File: src/rtl/fasta_pkg.sv
// Shared definitions for the FASTA base packer: 2-bit base codes,
// the ASCII bytes that steer parsing, and the packer FSM states.
package fasta_pkg;

    // 2-bit nucleotide codes; invalid symbols also pack as BASE_A
    localparam logic [1:0] BASE_A = 2'b00;
    localparam logic [1:0] BASE_C = 2'b01;
    localparam logic [1:0] BASE_G = 2'b10;
    localparam logic [1:0] BASE_T = 2'b11;

    // ASCII bytes with special meaning in the sequence stream
    localparam logic [7:0] CH_GT  = 8'h3E;
    localparam logic [7:0] CH_LF  = 8'h0A;
    localparam logic [7:0] CH_CR  = 8'h0D;
    localparam logic [7:0] CH_NUL = 8'h00;

    // Packer job phases
    typedef enum logic [1:0] {
        ST_IDLE  = 2'd0,
        ST_READ  = 2'd1,
        ST_FLUSH = 2'd2,
        ST_DONE  = 2'd3
    } state_t;

endpackage

File: src/rtl/fasta_base_packer_base_encode.sv
// Combinational classifier for one source byte: tells the packer whether
// the byte is a base, an invalid symbol, a line break, a header marker or
// the terminator, and gives the 2-bit code to pack.
module base_encode
    import fasta_pkg::*;
(
    input  logic [7:0] byte_in,
    output logic       is_base,
    output logic       is_invalid,
    output logic       is_skip,
    output logic       is_hdr,
    output logic       is_term,
    output logic [1:0] code
);

    // Decode the byte into exactly one class; anything unrecognised is invalid
    always_comb begin
        is_base    = 1'b0;
        is_invalid = 1'b0;
        is_skip    = 1'b0;
        is_hdr     = 1'b0;
        is_term    = 1'b0;
        code       = BASE_A;
        case (byte_in)
            CH_NUL:        is_term = 1'b1;
            CH_LF, CH_CR:  is_skip = 1'b1;
            CH_GT:         is_hdr  = 1'b1;
            8'h41, 8'h61: begin
                is_base = 1'b1;
                code    = BASE_A;
            end
            8'h43, 8'h63: begin
                is_base = 1'b1;
                code    = BASE_C;
            end
            8'h47, 8'h67: begin
                is_base = 1'b1;
                code    = BASE_G;
            end
            8'h54, 8'h74: begin
                is_base = 1'b1;
                code    = BASE_T;
            end
            default: begin
                is_invalid = 1'b1;
                code       = BASE_A;
            end
        endcase
    end

endmodule

File: src/rtl/fasta_base_packer.sv
// Reads ASCII sequence bytes from a synchronous-read source RAM, drops
// FASTA header lines and line breaks, and packs four 2-bit base codes per
// byte into a destination RAM (first base in the LSBs). Also counts packed
// symbols and how many of them were not A/C/G/T.
module fasta_base_packer
    import fasta_pkg::*;
#(
    parameter int ADDR_WIDTH     = 15,
    parameter int DST_ADDR_WIDTH = 13
) (
    input  logic                      clk,
    input  logic                      rst_n,
    input  logic                      start,
    input  logic [ADDR_WIDTH:0]       len,
    output logic [ADDR_WIDTH-1:0]     src_addr,
    input  logic [7:0]                src_data,
    output logic [DST_ADDR_WIDTH-1:0] dst_addr,
    output logic [7:0]                dst_data,
    output logic                      dst_we,
    output logic                      busy,
    output logic                      done,
    output logic [ADDR_WIDTH:0]       base_count,
    output logic [ADDR_WIDTH:0]       invalid_count
);

    localparam logic [ADDR_WIDTH:0]       CNT_ONE = {{ADDR_WIDTH{1'b0}}, 1'b1};
    localparam logic [ADDR_WIDTH:0]       CNT_MAX = {(ADDR_WIDTH+1){1'b1}};
    localparam logic [DST_ADDR_WIDTH-1:0] DST_ONE = {{(DST_ADDR_WIDTH-1){1'b0}}, 1'b1};

    state_t state;
    state_t state_nxt;

    logic [ADDR_WIDTH:0]       len_q;
    logic [ADDR_WIDTH:0]       issued;
    logic                      rd_valid;
    logic                      hdr_flag;
    logic [7:0]                acc;
    logic [1:0]                pend;
    logic [DST_ADDR_WIDTH-1:0] wr_idx;

    logic       enc_base;
    logic       enc_invalid;
    logic       enc_skip;
    logic       enc_hdr;
    logic       enc_term;
    logic [1:0] enc_code;

    logic start_ok;
    logic in_read;
    logic issue;
    logic byte_ok;
    logic term_hit;
    logic last_byte;
    logic take_sym;
    logic full_byte;
    logic flush_wr;

    base_encode u_encode (
        .byte_in    (src_data),
        .is_base    (enc_base),
        .is_invalid (enc_invalid),
        .is_skip    (enc_skip),
        .is_hdr     (enc_hdr),
        .is_term    (enc_term),
        .code       (enc_code)
    );

    assign src_addr = issued[ADDR_WIDTH-1:0];

    // Per-cycle qualifiers: what the read pipeline and packer do this cycle
    always_comb begin
        start_ok  = (state == ST_IDLE) && start;
        in_read   = (state == ST_READ);
        issue     = in_read && (issued != len_q);
        byte_ok   = in_read && rd_valid;
        term_hit  = byte_ok && enc_term;
        last_byte = byte_ok && (issued == len_q);
        take_sym  = byte_ok && !hdr_flag && (enc_base || enc_invalid);
        full_byte = take_sym && (pend == 2'd3);
        flush_wr  = (state == ST_FLUSH) && (pend != 2'd0);
    end

    // State register
    always_ff @(posedge clk or negedge rst_n) begin
        if (!rst_n) begin
            state <= ST_IDLE;
        end else begin
            state <= state_nxt;
        end
    end

    // Next-state logic: a terminator or the last requested byte ends the read phase
    always_comb begin
        state_nxt = state;
        case (state)
            ST_IDLE: begin
                if (start) begin
                    state_nxt = (len == '0) ? ST_DONE : ST_READ;
                end
            end
            ST_READ: begin
                if (term_hit || last_byte) begin
                    state_nxt = ST_FLUSH;
                end
            end
            ST_FLUSH: state_nxt = ST_DONE;
            ST_DONE:  state_nxt = ST_IDLE;
            default:  state_nxt = ST_IDLE;
        endcase
    end

    // Status outputs decoded from the state
    always_comb begin
        busy = 1'b0;
        done = 1'b0;
        case (state)
            ST_READ, ST_FLUSH: busy = 1'b1;
            ST_DONE:           done = 1'b1;
            default: begin
                busy = 1'b0;
                done = 1'b0;
            end
        endcase
    end

    // Read address generator; rd_valid marks the byte returning one cycle later,
    // and leaving READ drops any byte still in flight
    always_ff @(posedge clk or negedge rst_n) begin
        if (!rst_n) begin
            len_q    <= '0;
            issued   <= '0;
            rd_valid <= 1'b0;
        end else if (start_ok) begin
            len_q    <= len;
            issued   <= '0;
            rd_valid <= 1'b0;
        end else if (in_read && !term_hit && !last_byte) begin
            rd_valid <= issue;
            if (issue) begin
                issued <= issued + CNT_ONE;
            end
        end else begin
            rd_valid <= 1'b0;
        end
    end

    // Header flag: set by '>' and cleared by the line break that ends the header
    always_ff @(posedge clk or negedge rst_n) begin
        if (!rst_n) begin
            hdr_flag <= 1'b0;
        end else if (start_ok) begin
            hdr_flag <= 1'b0;
        end else if (byte_ok && !enc_term) begin
            if (enc_skip) begin
                hdr_flag <= 1'b0;
            end else if (enc_hdr) begin
                hdr_flag <= 1'b1;
            end
        end
    end

    // Base accumulator; empties on the 4th base so packing never stalls
    always_ff @(posedge clk or negedge rst_n) begin
        if (!rst_n) begin
            acc  <= '0;
            pend <= '0;
        end else if (start_ok || flush_wr) begin
            acc  <= '0;
            pend <= '0;
        end else if (take_sym) begin
            if (pend == 2'd3) begin
                acc  <= '0;
                pend <= 2'd0;
            end else begin
                acc[{pend, 1'b0} +: 2] <= enc_code;
                pend                   <= pend + 2'd1;
            end
        end
    end

    // Registered destination write port; byte index restarts at 0 per job and wraps
    always_ff @(posedge clk or negedge rst_n) begin
        if (!rst_n) begin
            dst_we   <= 1'b0;
            dst_data <= '0;
            dst_addr <= '0;
            wr_idx   <= '0;
        end else begin
            dst_we <= full_byte || flush_wr;
            if (start_ok) begin
                wr_idx <= '0;
            end else if (full_byte || flush_wr) begin
                dst_data <= full_byte ? {enc_code, acc[5:0]} : acc;
                dst_addr <= wr_idx;
                wr_idx   <= wr_idx + DST_ONE;
            end
        end
    end

    // Saturating symbol counters, held after the job ends
    always_ff @(posedge clk or negedge rst_n) begin
        if (!rst_n) begin
            base_count    <= '0;
            invalid_count <= '0;
        end else if (start_ok) begin
            base_count    <= '0;
            invalid_count <= '0;
        end else if (take_sym) begin
            if (base_count != CNT_MAX) begin
                base_count <= base_count + CNT_ONE;
            end
            if (enc_invalid && (invalid_count != CNT_MAX)) begin
                invalid_count <= invalid_count + CNT_ONE;
            end
        end
    end

endmodule

File: config.mk
export PLATFORM = sky130hd
export DESIGN_NAME = fasta_base_packer
export DESIGN_NICKNAME = d
export VERILOG_FILES = /design/src/rtl/fasta_pkg.sv /design/src/rtl/fasta_base_packer_base_encode.sv /design/src/rtl/fasta_base_packer.sv
export SDC_FILE = /design/constraint.sdc
export NUM_CORES = 1
export LEC_CHECK = 0
export CAP_MARGIN = 25
export CORE_MARGIN = 2
export CORE_UTILIZATION = 60
export CTS_BUF_LIST = sky130_fd_sc_hd__clkbuf_8
export DETAILED_ROUTE_END_ITERATION = 6
export PLACE_DENSITY = 0.93
export SLEW_MARGIN = 15
export SYNTH_ARGS = -nofsm -noshare
export SYNTH_HDL_FRONTEND = slang
export SYNTH_SLANG_ARGS = --single-unit
File: constraint.sdc
create_clock -name clk -period 3.84 [get_ports clk]
set_input_delay 0.384 -clock clk [delete_from_list [all_inputs] [get_ports clk]]
set_output_delay 0.384 -clock clk [all_outputs]
set_load 0.01 [all_outputs]
Word level (Yosys, flattened, before mapping)
Cells that the tools add are included.

operators by class
  add/subtract/negate cells = 6
  equality and inequality tests = 21
  shift-type cells = 2
  multiplexer cells = 37
  bitwise operators = 1
  reduce and logical (&&, ||, !) cells = 47

operator list
  cell                                                 number
  2-to-1 mux 16 bit                                    9
  equality test 8 x 7 -> 1 bit, second input constant  8
  adder 16 x 1 -> 16 bit, second input constant        3
  2-to-1 mux 8 bit                                     4
  != test 16 bit, second input constant                2
  2-to-1 mux 13 bit                                    2
  nonzero test 2 bit                                   9
  equality test 16 bit                                 1
  equality test 8 x 4 -> 1 bit, second input constant  2
  logical NOT 16 bit                                   1
  != test 16 bit                                       1
  adder 13 x 1 -> 13 bit, second input constant        1
  logical AND 1 bit                                    13
  2-to-1 mux 1 bit                                     13
  2-to-1 mux 2 bit                                     6
  AND reduction 2 bit                                  6
  OR reduction 12 bit                                  1
  OR reduction 2 bit                                   5
  bitwise mux 8 bit                                    1
  equality test 8 x 6 -> 1 bit, second input constant  1
  logical NOT 8 bit                                    1
  one-hot mux 2 bit (4 select lines)                   1
  OR reduction 8 bit                                   1
  variable shift 2 x 5 -> 8 bit, first input constant  1
  13 further kinds                                     21

word-level totals
  bits in registers = 113
  bits of input ports = 27
  output and inout port bits = 71

Logic depth before layout (Yosys ltp)
  depth after elaboration = 9
  depth in mapped cells = 10
  mapped depth without buffers = 9

By module
From an unflattened synthesis, not the netlist that was laid out.

unflattened totals
  cell total of the unflattened synthesis = 609
  area total of the unflattened synthesis = 5,949.5 µm²

modules (own cells, without submodules)
  module             instances  cells an instance  area each (µm²)  sequential area each (µm²)
  fasta_base_packer  1          587                5,794.3          2,827.7
  base_encode        1          22                 155.1            0.0

Worst setup path before layout
Ideal clock, no wire load.

  path kind = register -> register
  start point = reg state[1]
  end point = reg wr_idx[5]
  setup time = 0.078 ns
  data arrival time = 2.285 ns
  slack = 1.477 ns
  cell stages (with the launch flop) = 10
  path buffers = 0
  clock period less this slack = 2.363 ns
  path through = dfrtp_1 > inv_1 > ha_1 > nand2_1 > or2_1 > a311o_2 > o21bai_2 > nand2_2 > or4_1 > a21oi_1

on the way
  longest elaborated chain between the ends = 7

RTL lines
  item                            line                      RTL
  start: declaration              fasta_base_packer.sv:30   state_t state;
  start signal: assignment        fasta_base_packer.sv:88   state <= state_nxt;
  equality test 2 x 1 -> 1 bit    fasta_base_packer.sv:73   in_read = (state == ST_READ);
  logical AND 1 bit               fasta_base_packer.sv:75   byte_ok = in_read && rd_valid;
  logical AND 1 bit (2 in a row)  fasta_base_packer.sv:78   take_sym = byte_ok && !hdr_flag && (enc_base || enc_invalid);
  logical AND 1 bit               fasta_base_packer.sv:79   full_byte = take_sym && (pend == 2'd3);
  logical OR 1 bit                fasta_base_packer.sv:192  end else if (full_byte || flush_wr) begin
  nonzero test 2 bit (no line)    -
  end signal: assignment          fasta_base_packer.sv:195  wr_idx <= wr_idx + DST_ONE;
  end: declaration                fasta_base_packer.sv:39   logic [DST_ADDR_WIDTH-1:0] wr_idx;

Several ways; a longest one is shown, not always the timed one.
A chain may end at the register's enable or synchronous reset.

Worst setup path after layout
  start point = in src_data[1]
  end point = reg dst_data[0]

on the way
  longest elaborated chain between the ends = 8

RTL lines
  item                                                                        line                                 RTL
  start: declaration                                                          fasta_base_packer.sv:16              input logic [7:0] src_data,
  equality test 8 x 7 -> 1 bit (tied with other cells)                        fasta_base_packer_base_encode.sv:24  case (byte_in)
  OR reduction 12 bit (no line) / OR reduction 8 bit (equally long branches)  -
  2-to-1 mux 1 bit                                                            fasta_base_packer_base_encode.sv:24
  logical OR 1 bit (*)                                                        fasta_base_packer.sv:78
  logical AND 1 bit (*)                                                       fasta_base_packer.sv:78
  logical AND 1 bit (*)                                                       fasta_base_packer.sv:79
  logical OR 1 bit (*)                                                        fasta_base_packer.sv:192
  AND reduction 2 bit (no line) (*)                                           -
  end signal: assignment                                                      fasta_base_packer.sv:193             dst_data <= full_byte ? {enc_code, acc[5:0]} : acc;
  end: declaration                                                            fasta_base_packer.sv:18              output logic [7:0] dst_data,

Every way passes the cells marked *; elsewhere a longest branch is shown, timed or not.

==> results.md <==
* Clock sink count at 113
* # rows at 36
* Crit path time final at 3.02 ns
* Worst Tran Pin Value at 0.834 ns
* Cell area power density at 507 nW/µm²
* Status: finished clean
* Global route hottest layer: met2
* H-tree depth at 4
* Fin crit share at 78.5%
* Reg area at 2830 µm²
* Mapped Area at 5870 µm²
* Sequential area share after synthesis at 48.2%
* P_leak at 3.36 nW
* Post-synthesis cell count at 604
* Global routing usage on met1 at 36.3%
* CP max-delay cell: clkdlybuf4s50_1
* Setup-failing EPs final at 0
* ANT cells at 0
* Worst Hold Class: input pin to async pin
* Grt met3 use at 5.15%
* Layout Nets at 728
* CP bufs+invs at 2
* Drt first-iter violations at 255
* Clk Latency, worst-skew pair at 0.43 ns
* P&R area growth vs syn at 24.6%
* Final WL at 13600 µm
* IO Pins at 98
* DRC viols at 0
* Post-cts sizing count at 0
* CP max FO at 16
* Syn nets at 644
* Starting Density at 60.9%
* Largest net degree at the start of global routing at 64
* Max Clock Skew at 0.0117 ns
* Initial antenna violation count at 0
* Peak supply drop at 0.000337 V
* All-layer global routing usage at 27.3%
* CP Cell Sequence: clkdlybuf4s50_1, or3b_1, a2111oi_0, a311o_2, o21bai_2, nand3_1, buf_12, mux2_2
* Routed WL per cell at 16.3 µm
* Filler cells at 685
* Count leader, synth: dfrtp_1
* Fraction of layout cells with a size suffix above 1 at 9.56%
* Syn avg cell area at 9.72 µm²
* Peak Freq at 0.332 GHz
* Max-slew violations at 0
* GRT Residual Overflow at 0
* Inserted Clock Buffers at 17
* First-pass GRT wire length at 22300 µm
* Cell family with most CP delay: compound AO/OA/AOI/OAI gates
* Routed vias at 4733
* Reg2reg start: state[1]
* Synth unique cells at 55
* Top_reg_cell synth: dfrtp_1
* Top post-synthesis cells by area: dfrtp_1 (48%), xor2_1 (6.3%), nand2_1 (5.0%), nor2_1 (4.4%), and3_1 (3.3%)
* Critical path arrival at 3.32 ns
* Ys async rst share at 100%
* Clock slew at reported path FFs at 0.07 ns
* Vias in the first global route at 4698
* Register bit total from synthesis at 113
* Synth Warn # at 0
* GR Layer Usage met2 at 44.0%
* Vias/cell at 5.68
* Synth top cells by count: dfrtp_1 (113), nand2_1 (78), nor2_1 (69)
* Leading area contributor after synthesis: dfrtp_1
* Synth top area share at 48.2%
* Die ar. at 10600 µm²
* Clock buffer depth at 2
* Setup TNS at 0 ns
* Clock root cell: clkbuf_8
* Kind of critical path: input pin to flip-flop
* CP startpoint: src_data[1]
* Core Util, Final at 75.9%
* Die Y-Extent at 103 µm
* Die width at 103 µm
* Unrepaired setup endpoints after global routing: false
* Slew HR at 44.3%
* Core Region at 9640 µm²
* Multi-input gate area at 2780 µm²
* EDFF count, synth at 0
* CP Capture Type: flip-flop
* GP Congestion at 0.897
* CTS tree: done
* First-pass DRT Iterations at 5
* Max stage delay on crit path at 0.69 ns
* Startpoint Class: input pin
* Maxcap violations at 0
* Port Buffers at 97
* Final ANT Viol Nets at 0
* CP Data Required Time at 4.15 ns
* Final Hold Vio Count at 0
* Detailed placement HPWL at 9530 µm
kinds of logic after synthesis:
family                   after synthesis  synth area share, %
AND/OR/NAND/NOR                      291                 24.6
flip-flops                           113                 48.2
XOR/XNOR                              64                 9.55
buffers and inverters                 52                 4.61
AO/OA/AOI/OAI                         48                 5.91
multiplexers                          23                 4.33
adder cells (fa/ha/maj)               13                 2.77
report_power, final:
part | switching, W | leakage (nW) | internal, W
clock | 0.000499 | 0.211 | 0.000702
combinational | 0.000584 | 1.61 | 0.000426
sequential | 0.000152 | 1.54 | 0.00134
metrics by stage:
| stage | area [µm²] | setup WS [ns] | power, W | cells | hold slack, ns |
|---|---|---|---|---|---|
| floorplan | 5870 | 1.48 | 0.00216 | 604 | 0.0884 |
| global placement | 6840 | 0.543 | 0.00245 | 800 | 0.471 |
| detailed placement | 6870 | 0.387 | 0.00251 | 801 | 0.377 |
| CTS | 7310 | 0.842 | 0.00371 | 834 | 0.456 |
| global route | 7310 | 0.649 | 0.00391 | 834 | 0.504 |
| finish | 7310 | 0.824 | 0.00371 | 834 | 0.451 |
sequential cells by signal, indices dropped and copies added, names as in the netlist:
register / cells
dst_we: 1
dst_data: 8
rd_valid: 1
state: 2
base_count: 16
hdr_flag: 1
len_q: 16
wr_idx: 13
invalid_count: 16
acc: 8
issued: 16
dst_addr: 13
pend: 2
worst register-to-register path: cells and delay by family (launching register included):
family          cells  cell delay (ns)
fa+ha+maj           1             0.25
buf+inv             2             0.42
mux                 1             0.32
simple gates        3             0.65
compound gates      2             0.61
flops               1             0.41
timing repair:
item                      4_1_cts  5_1_grt
setup buffers                   0        0
hold endpoints to repair       36        0
hold buffers                    1        0
cell usage in the layout (no fill, tap or decap), types with 7 or more instances in the layout:
master           count
xor2_1              42
nor2_1              69
nand4_1             24
mux2_2              16
xnor2_1             22
clkdlybuf4s50_1     96
and3_1              31
inv_1               14
clkbuf_8            17
nor4_1               8
a21oi_1             11
o21ai_0              7
nand2_1             78
ha_1                13
nand3_1             36
dfrtp_1            113
layer usage:
layer	vias up	wire, µm
met1	2305	5820
li1	2231	-
met4	0	283
met3	31	705
met5	-	0
met2	166	6780
layout make-up:
class | instances | share of cell area (%)
flip-flops and latches | 113 | 38.7
multi-input cells | 439 | 38.1
repair buffers | 105 | 14.5
clock buffers | 17 | 3.20
clock inverters | 15 | 2.65
well taps | 133 | 2.28
inverters | 12 | 0.616
worst paths after layout:
kind,to,slack (ns),cells past startpoint
worst max-delay path,dst_data[0],0.82,8
worst min-delay path,wr_idx[11],0.45,2
worst max register to register,dst_data[5],1.07,9
worst min register to register,dst_data[2],0.50,1
max in group asynchronous,acc[6],2.37,4
min in group clk,dst_data[2],0.50,1
Power figures use the tool's default switching activity.
